`src/rtl/instr_fetch_unit.sv`:
```
// Decoupled fetch front-end: loadable instruction memory, PC and a show-ahead prefetch FIFO.
// Define IFU_HALT_DETECT_EN to stop issuing after a word with opcode 4'hF is pushed.
module instr_fetch_unit #(
  parameter int ADDR_W = 4,
  parameter int DATA_W = 16,
  parameter int DEPTH  = 4
) (
  input  logic                   clk,
  input  logic                   rst_n,
  input  logic                   imem_we,
  input  logic [ADDR_W-1:0]      imem_waddr,
  input  logic [DATA_W-1:0]      imem_wdata,
  input  logic                   redirect_valid,
  input  logic [ADDR_W-1:0]      redirect_pc,
  output logic                   instr_valid,
  output logic [DATA_W-1:0]      instr_data,
  output logic [ADDR_W-1:0]      instr_pc,
  input  logic                   instr_ready,
  output logic [ADDR_W-1:0]      fetch_pc,
  output logic [$clog2(DEPTH):0] fifo_count,
  output logic                   halted
);

  localparam int PW = $clog2(DEPTH);
  localparam int CW = PW + 1;

`ifdef IFU_HALT_DETECT_EN
  typedef enum logic {RUN = 1'b0, HALT = 1'b1} state_t;
`else
  typedef enum logic {RUN = 1'b0} state_t;
`endif

  state_t            state;

  logic [DATA_W-1:0] mem       [2**ADDR_W];
  logic [DATA_W-1:0] fifo_data [DEPTH];
  logic [ADDR_W-1:0] fifo_pc   [DEPTH];

  logic [PW-1:0]     wr_ptr;
  logic [PW-1:0]     rd_ptr;
  logic [CW-1:0]     count;
  logic              inflight;
  logic [DATA_W-1:0] rd_data;
  logic [ADDR_W-1:0] rd_pc;

  logic              push;
  logic              pop;
  logic              halt_push;
  logic              issue;
  logic [CW:0]       occ;

  // The occupancy test counts the read already in flight so a full FIFO never overflows.
  always_comb begin
    push = inflight;
    pop  = (count != '0) && instr_ready;
`ifdef IFU_HALT_DETECT_EN
    halt_push = push && (rd_data[DATA_W-1 -: 4] == 4'hF);
`else
    halt_push = 1'b0;
`endif
    occ   = {1'b0, count} + (CW+1)'(inflight) - (CW+1)'(pop);
    issue = !redirect_valid && (state == RUN) && !halt_push && (occ < (CW+1)'(DEPTH));
  end

  // Synchronous memory: a same-edge write and read of one address returns the old word.
  always_ff @(posedge clk) begin
    if (imem_we)
      mem[imem_waddr] <= imem_wdata;
    rd_data <= mem[fetch_pc];
    rd_pc   <= fetch_pc;
  end

  always_ff @(posedge clk) begin
    if (rst_n && !redirect_valid && push) begin
      fifo_data[wr_ptr] <= rd_data;
      fifo_pc[wr_ptr]   <= rd_pc;
    end
  end

  always_ff @(posedge clk) begin
    if (!rst_n) begin
      state    <= RUN;
      fetch_pc <= '0;
      count    <= '0;
      wr_ptr   <= '0;
      rd_ptr   <= '0;
      inflight <= 1'b0;
    end else if (redirect_valid) begin
      state    <= RUN;
      fetch_pc <= redirect_pc;
      count    <= '0;
      wr_ptr   <= '0;
      rd_ptr   <= '0;
      inflight <= 1'b0;
    end else begin
      if (push)
        wr_ptr <= wr_ptr + PW'(1);
      if (pop)
        rd_ptr <= rd_ptr + PW'(1);
      count    <= count + CW'(push) - CW'(pop);
      inflight <= issue;
      if (issue)
        fetch_pc <= fetch_pc + ADDR_W'(1);
`ifdef IFU_HALT_DETECT_EN
      if (halt_push)
        state <= HALT;
`endif
    end
  end

  always_comb begin
    instr_valid = (count != '0);
    instr_data  = instr_valid ? fifo_data[rd_ptr] : '0;
    instr_pc    = instr_valid ? fifo_pc[rd_ptr]   : '0;
    fifo_count  = count;
`ifdef IFU_HALT_DETECT_EN
    halted      = (state == HALT);
`else
    halted      = 1'b0;
`endif
  end

endmodule
```
`config.mk`:
```
export PLATFORM = sky130hd
export DESIGN_NAME = instr_fetch_unit
export DESIGN_NICKNAME = d
export VERILOG_FILES = /design/src/rtl/instr_fetch_unit.sv
export SDC_FILE = /design/constraint.sdc
export NUM_CORES = 1
export LEC_CHECK = 0
export CAP_MARGIN = 20
export CORE_ASPECT_RATIO = 1.25
export CORE_MARGIN = 2
export CORE_UTILIZATION = 54
export CTS_CLUSTER_SIZE = 14
export DETAILED_ROUTE_END_ITERATION = 8
export HOLD_SLACK_MARGIN = 0.06
export PLACE_DENSITY = 0.76
export SLEW_MARGIN = 10
export SYNTH_ARGS = -nofsm -noshare
export SYNTH_HDL_FRONTEND = slang
export SYNTH_SLANG_ARGS = --single-unit
```
`constraint.sdc`:
```
create_clock -name clk -period 3.1 [get_ports clk]
set_clock_uncertainty 0.15 [all_clocks]
set_input_delay 0.62 -clock clk [delete_from_list [all_inputs] [get_ports clk]]
set_output_delay 0.62 -clock clk [all_outputs]
set_load 0.1 [all_outputs]
```
==> results of run 1 <==
layout by cell type (no fill, tap or decap), types with 2 or more instances in the layout:
cell	synthesis	routed
edfxtp_1	336	336
mux4_2	94	94
clkbuf_16	0	37
buf_4	1	37
dfxtp_1	34	29
clkdlybuf4s50_1	0	28
buf_12	2	27
and2_1	22	21
nor2_1	18	18
clkbuf_1	12	11
inv_1	10	9
ha_1	9	7
mux4_1	6	6
clkinv_1	0	6
and3_1	5	5
nor3_2	0	4
nand2b_1	5	4
nand3_1	4	4
o21ai_0	4	4
dfxtp_4	0	4
nand3b_1	2	2
nand2_1	2	2
a211o_1	2	2
a31oi_1	2	2
nor3_1	6	2
xnor2_1	2	2
bufinv_16	0	2
clkinvlp_4	0	2
clkinv_2	0	2
synth_stat cells (3+ instances only):
| cell | count | area share, % |
|---|---|---|
| edfxtp_1 | 336 | 72 |
| mux4_2 | 94 | 15 |
| dfxtp_1 | 34 | 4.9 |
| and2_1 | 22 | 0.99 |
| nor2_1 | 18 | 0.48 |
| clkbuf_1 | 12 | 0.32 |
| inv_1 | 10 | 0.27 |
| ha_1 | 9 | 0.81 |
| buf_2 | 7 | 0.25 |
| mux4_1 | 6 | 1.1 |
| nor3_1 | 6 | 0.22 |
| and3_1 | 5 | 0.22 |
| nand2b_1 | 5 | 0.22 |
| nand3_1 | 4 | 0.14 |
| o21ai_0 | 4 | 0.14 |
| buf_6 | 3 | 0.24 |
per-stage QoR:
step | cells | TNS (ns) | instance area [sq um]
2_1_floorplan | 608 | 0 | 13980
3_3_place_gp | 1009 | -0.7119 | 15350
3_5_place_dp | 1009 | -1.217 | 15350
4_1_cts | 1071 | 0 | 16460
5_1_grt | 1071 | 0 | 16480
6_report | 1071 | 0 | 16480
routing by layer:
layer / track usage (%) / up-vias / routed length [um]
met5: 0 / - / 0
met4: 6.077 / 0 / 534
met3: 4.069 / 45 / 1954
met2: 35.78 / 251 / 14210
met1: 26.43 / 3339 / 10060
li1: - / 2741 / -
kinds of logic (layout without fill, tap and decap cells):
logic type,Yosys count,in the layout,share of synthesized area [%]
flops,370,370,77.31
xor+xnor,3,3,0.1886
other cells,1,1,0.02692
compound gates,15,15,0.7994
mux,101,101,16.40
fa+ha+maj,10,10,0.9521
simple gates,72,72,2.865
buf+inv,36,164,1.455
cell type report:
cell class	count	area (sq um)
Timing Repair Buffer	92	1099
Fill cell	1591	8812
Multi-Input combinational cell	202	3039
Clock buffer	49	980.9
Clock inverter	13	118.9
Tap cell	335	419.2
Inverter	10	37.54
Sequential cell	370	10790
state kept, by name, indices dropped and copies added (netlist names), 2 cells and up, named ones only:
| register | flops |
|---|---|
| mem | 256 |
| fifo_data | 64 |
| fifo_pc | 16 |
| rd_data | 16 |
| fetch_pc | 4 |
| rd_pc | 4 |
| fifo_count | 3 |
| rd_ptr | 2 |
| wr_ptr | 2 |
report_power, final:
part	total (mW)	internal, mW	leakage (nW)	switching [mW]
clock	4.07	2.38	0.528	1.69
sequential	5.76	5.65	3.32	0.119
combinational	1.27	0.568	1.43	0.703
worst min-delay path by stage:
stage / slack [ns] / depth (start not counted) / endpoint
3_5_place_dp: 0.23 / 0 / rd_pc[2]
5_1_grt: 0.25 / 0 / rd_pc[2]
6_report: 0.24 / 0 / rd_pc[2]
3_3_place_gp: 0.24 / 0 / rd_pc[2]
2_1_floorplan: 0.29 / 0 / fifo_data[0][0]
4_1_cts: 0.24 / 0 / rd_pc[2]
critical path, stage by stage, from the launching register on:
cell	delay (ns)
dfxtp_4	0.35
or3_4	0.38
and2_4	0.16
ha_4	0.21
inv_1	0.06
ha_2	0.19
inv_2	0.04
fa_2	0.36
and3b_1	0.23
a211o_1	0.33
and4_1	0.23
nor3_1	0.18
what timing repair did:
action	4_1_cts	5_1_grt
setup endpoints to repair	1	3
hold buffers	0	0
resized for setup	1	3
pin swaps	0	3
==> run metrics, run 1 <==
Critical Path End Type=flip-flop; Ports=58; PwrDens=673.8 nW/um^2; Final Power=11.11 mW; CP Launch Point=fifo_count[0]; gr ovfl total=0; via count=6376; Arrival @ worst endpoint=3.22 ns; fin util=65.16%; worst-path fanout max=4; Critical Path Start Type=flip-flop; TritonRoute pass-1 iters=5; Die Y=183.6 um; row count=65; pin count of the biggest net entering global routing=27; final hold vios=0; TritonCTS buffer count=36; status=finished clean; antenna cells=0; root buffer cell=clkbuf_16; R2R depth=11; initial antenna violation count=1; layout cell share with drive strength beyond 1=30.43%; H-tree levels=2; Synth async-reset ratio=0%; worst min path class=reg -> reg; DR vias/cell=5.953; Detailed Route WL=26.76 mm; Synth Instances=608; post-synthesis sequential area ratio=77.31%; Post-CTS Setup Inserts=0; worst r2r src=fifo_count[0]; maximum clock insertion buffer count=3; die width=147.7 um; Required @ worst endpoint=3.35 ns; final worst path period share=95.84%; Clock Latency Late Sink=0.50 ns; Max IR drop VDD=0.4446 mV; Hold Startpoint=fetch_pc[2]; DRT iter0 DRCs=523; Most used DFF post-synth=edfxtp_1; Final WS setup=0.1289 ns; Final HPWL DP=15.69 mm; DRC=0; CP Capture Point=fetch_pc[0]; Pleak=5.283 nW; register bit total from synthesis=370; number of setup violations in the final report=0; area grow syn2layout=18.30%; max-cap check violation count=0; minimum clock period=2.971 ns; routability cong.=0.7882; worst-margin pin slew=0.9496 ns; reg-to-reg endpoint=fetch_pc[0]; Slew headroom=36.60%; initial core utilization=55.08%; WHS=0.2385 ns; core area=25290 sq um; Routed Antenna Nets=0; die area=27110 sq um; worst slack at placement=-0.3560 ns; Post-synth EDFFs=336; cell area after synthesis=13930 sq um; RSZ-0062 raised after global routing=no; clk sinks=370; Slew Limit Fails=0; fmax=0.3366 GHz; clk slew on worst S/H paths=0.06 ns; # port buffers=56; Total GRT Usage=20.52%; kind of critical path=reg -> reg; syn_area_per_cell=22.91 sq um; vias in the first global route=6823; CTS tree=built; R2R setup slack=0.13 ns; post-layout net count=751; Synth warnings=0; wire per inst=24.98 um; first-pass GRT wire length=40.69 mm; syn_nets=647; Synth cell types=41
Note: power is estimated with default switching activity, not from simulation.
==> run 2, diff against run 1 <==
--- a/config.mk
+++ b/config.mk
@@ -11,7 +11,6 @@
 export CORE_UTILIZATION = 54
 export CTS_CLUSTER_SIZE = 14
 export DETAILED_ROUTE_END_ITERATION = 8
-export HOLD_SLACK_MARGIN = 0.06
 export PLACE_DENSITY = 0.76
 export SLEW_MARGIN = 10
 export SYNTH_ARGS = -nofsm -noshare
==> results of run 2 <==
Final layout, timing and power as in run 1 (identical DEF).
==> run 3, diff against run 2 <==
--- a/config.mk
+++ b/config.mk
@@ -12,6 +12,7 @@
 export CTS_CLUSTER_SIZE = 14
 export DETAILED_ROUTE_END_ITERATION = 8
 export PLACE_DENSITY = 0.76
+export SKIP_CTS_REPAIR_TIMING = 1
 export SLEW_MARGIN = 10
 export SYNTH_ARGS = -nofsm -noshare
 export SYNTH_HDL_FRONTEND = slang
==> run metrics, run 3 (synthesized netlist as in run 1, its figures left out) <==
status=finished clean (unchanged); largest registers=mem (256), fifo_data (64) (unchanged); CTS tree=built (unchanged); clock share of power=36.6% (about the same); crit-path cells=or3_4, and2_4, ha_4, inv_1, ha_2, inv_2, fa_2, nand2b_4, o221a_4, o31a_1, o311a_1 (was or3_4, and2_4, ha_4, inv_1, ha_2, inv_2, fa_2, and3b_1, a211o_1, and4_1, nor3_1); Flop pwr share=51.9% (about the same); row count=65 (unchanged); Total GRT Usage=20.51% (was 20.52%); final worst path period share=95.79% (was 95.84%); initial antenna violation count=1 (unchanged); DRC=0 (unchanged); Hold Startpoint=fetch_pc[2] (unchanged); worst-margin pin slew=0.9562 ns (was 0.9496 ns); RSZ-0062 raised after global routing=no (unchanged); Pleak=5.283 nW (unchanged); reg-to-reg endpoint=fetch_pc[2] (was fetch_pc[0]); fillers=1591 (unchanged); commonest non-fill, non-tap cells in the layout=336 x edfxtp_1, 94 x mux4_2, 37 x clkbuf_16, 37 x buf_4, 29 x dfxtp_1 (unchanged); root buffer cell=clkbuf_16 (unchanged); worst-path fanout max=6 (was 4); area occupied by registers=10790 sq um (unchanged); Detailed Route WL=26.82 mm (was 26.76 mm); Required @ worst endpoint=3.33 ns (was 3.35 ns); DRT iter0 DRCs=495 (was 523); clk sinks=370 (unchanged); TritonRoute pass-1 iters=5 (unchanged); Ports=58 (unchanged); final hold vios=0 (unchanged); hold endpoint=rd_pc[2] (unchanged); DR vias/cell=5.931 (was 5.953); max reg flops=256 (unchanged); Final HPWL DP=15.69 mm (unchanged); initial core utilization=55.08% (unchanged); R2R depth=11 (unchanged); multi-input logic area=3039 sq um (unchanged); core area=25290 sq um (unchanged); maximum clock insertion buffer count=3 (unchanged); most common cell after layout, fill and taps aside=edfxtp_1 (unchanged); P_int=8.598 mW (about the same); vias in the first global route=6825 (was 6823); Slew Limit Fails=0 (unchanged); H-tree levels=2 (unchanged); fmax=0.3367 GHz (was 0.3366 GHz); clk slew on worst S/H paths=0.06 ns (about the same); Slew headroom=36.17% (was 36.60%); die area=27110 sq um (unchanged); pin count of the biggest net entering global routing=27 (unchanged); wire per inst=25.04 um (was 24.98 um); number of setup violations in the final report=0 (unchanged); # port buffers=56 (unchanged); Arrival @ worst endpoint=3.20 ns (was 3.22 ns); Net Sw Frac=22.58% (about the same); Die Y=183.6 um (unchanged); antenna cells=0 (unchanged); Max IR drop VDD=0.4448 mV (was 0.4446 mV); CP top delay family=compound AO/OA/AOI/OAI gates (was simple AND/OR/NAND/NOR gates); area grow syn2layout=18.30% (unchanged); worst hold path depth=0 (unchanged); via count=6352 (was 6376); R2R setup slack=0.13 ns (about the same); Routed Antenna Nets=0 (unchanged); post-layout net count=751 (unchanged); max-cap check violation count=0 (unchanged); slowest CP cell=or3_4 (unchanged); part of the power in combinational logic=11.4% (about the same); Critical Path End Type=flip-flop (unchanged); PwrDens=673.8 nW/um^2 (unchanged); design area=16480 sq um (unchanged); WHS=0.2384 ns (was 0.2385 ns); Clock Latency Late Sink=0.50 ns (about the same); gr ovfl total=0 (unchanged); worst min path class=reg -> reg (unchanged); kind of critical path=reg -> reg (unchanged); CP peak stage delay=0.38 ns (about the same); CP bufs+invs=2 (unchanged); worst r2r src=fifo_count[0] (unchanged); routability cong.=0.7882 (unchanged); die width=147.7 um (unchanged); first-pass GRT wire length=40.65 mm (was 40.69 mm); Switch Pwr=2.507 mW (was 2.508 mW); layout cell share with drive strength beyond 1=30.43% (unchanged); minimum clock period=2.970 ns (was 2.971 ns); TritonCTS buffer count=36 (unchanged); Critical Path Start Type=flip-flop (unchanged); Cell Area, Placed=15350 sq um (unchanged); Setup TNS Final=0 ns (unchanged); Largest Register=mem (unchanged)
## run 3: how the worst max path moves through the flow
stage / from / end / slack, ns / depth (start not counted)
final: fifo_count[0] / fetch_pc[2] / 0.13 / 11
after global routing: fifo_count[0] / fetch_pc[2] / 0.05 / 11
after CTS: fifo_count[0] / fetch_pc[2] / -0.003 / 11
after detailed placement: instr_ready / fetch_pc[2] / -0.36 / 11
after global placement: instr_ready / fetch_pc[2] / -0.28 / 11
after floorplan: fifo_count[0] / fetch_pc[2] / 0.02 / 11
## run 3: power groups by stage
stage,Sequential [mW],Clock [mW],Combinational [mW]
after detailed placement,5.87,0,1.27
after CTS,5.76,4.14,1.27
final,5.76,4.07,1.27
after global routing,5.78,4.36,1.34
after global placement,5.85,0,1.23
after floorplan,5.87,0,0.821
## run 3: stage by stage
stage	power (mW)	worst slack, ns	std cells	util (%)
after floorplan	6.688	0.02349	608	-
after global placement	7.078	-0.2797	1009	60.70
after CTS	11.18	-0.002832	1071	65.05
final	11.11	0.1304	1071	65.16
after detailed placement	7.134	-0.3560	1009	60.70
after global routing	11.48	0.05309	1071	65.16
## run 3: metal layers
metal	wire, um	up-vias	global-route usage, %
li1	-	2741	-
met2	14140	240	35.80
met3	1845	50	4.069
met4	584	0	6.077
met1	10250	3321	26.37
met5	0	-	0
## run 3: final cells by class
type	instances	share of cell area, %
repair buffers	92	6.666
inverters	10	0.2278
well taps	335	2.543
flip-flops and latches	370	65.45
clock inverters	13	0.7212
multi-input cells	202	18.44
clock buffers	49	5.952
## run 3: worst register-to-register path: cells and delay by family (launching register included)
| kind | cells | cell delay [ns] |
|---|---|---|
| compound gates | 3 | 0.80 |
| buf+inv | 2 | 0.10 |
| fa+ha+maj | 3 | 0.76 |
| simple gates | 3 | 0.71 |
| flops | 1 | 0.35 |
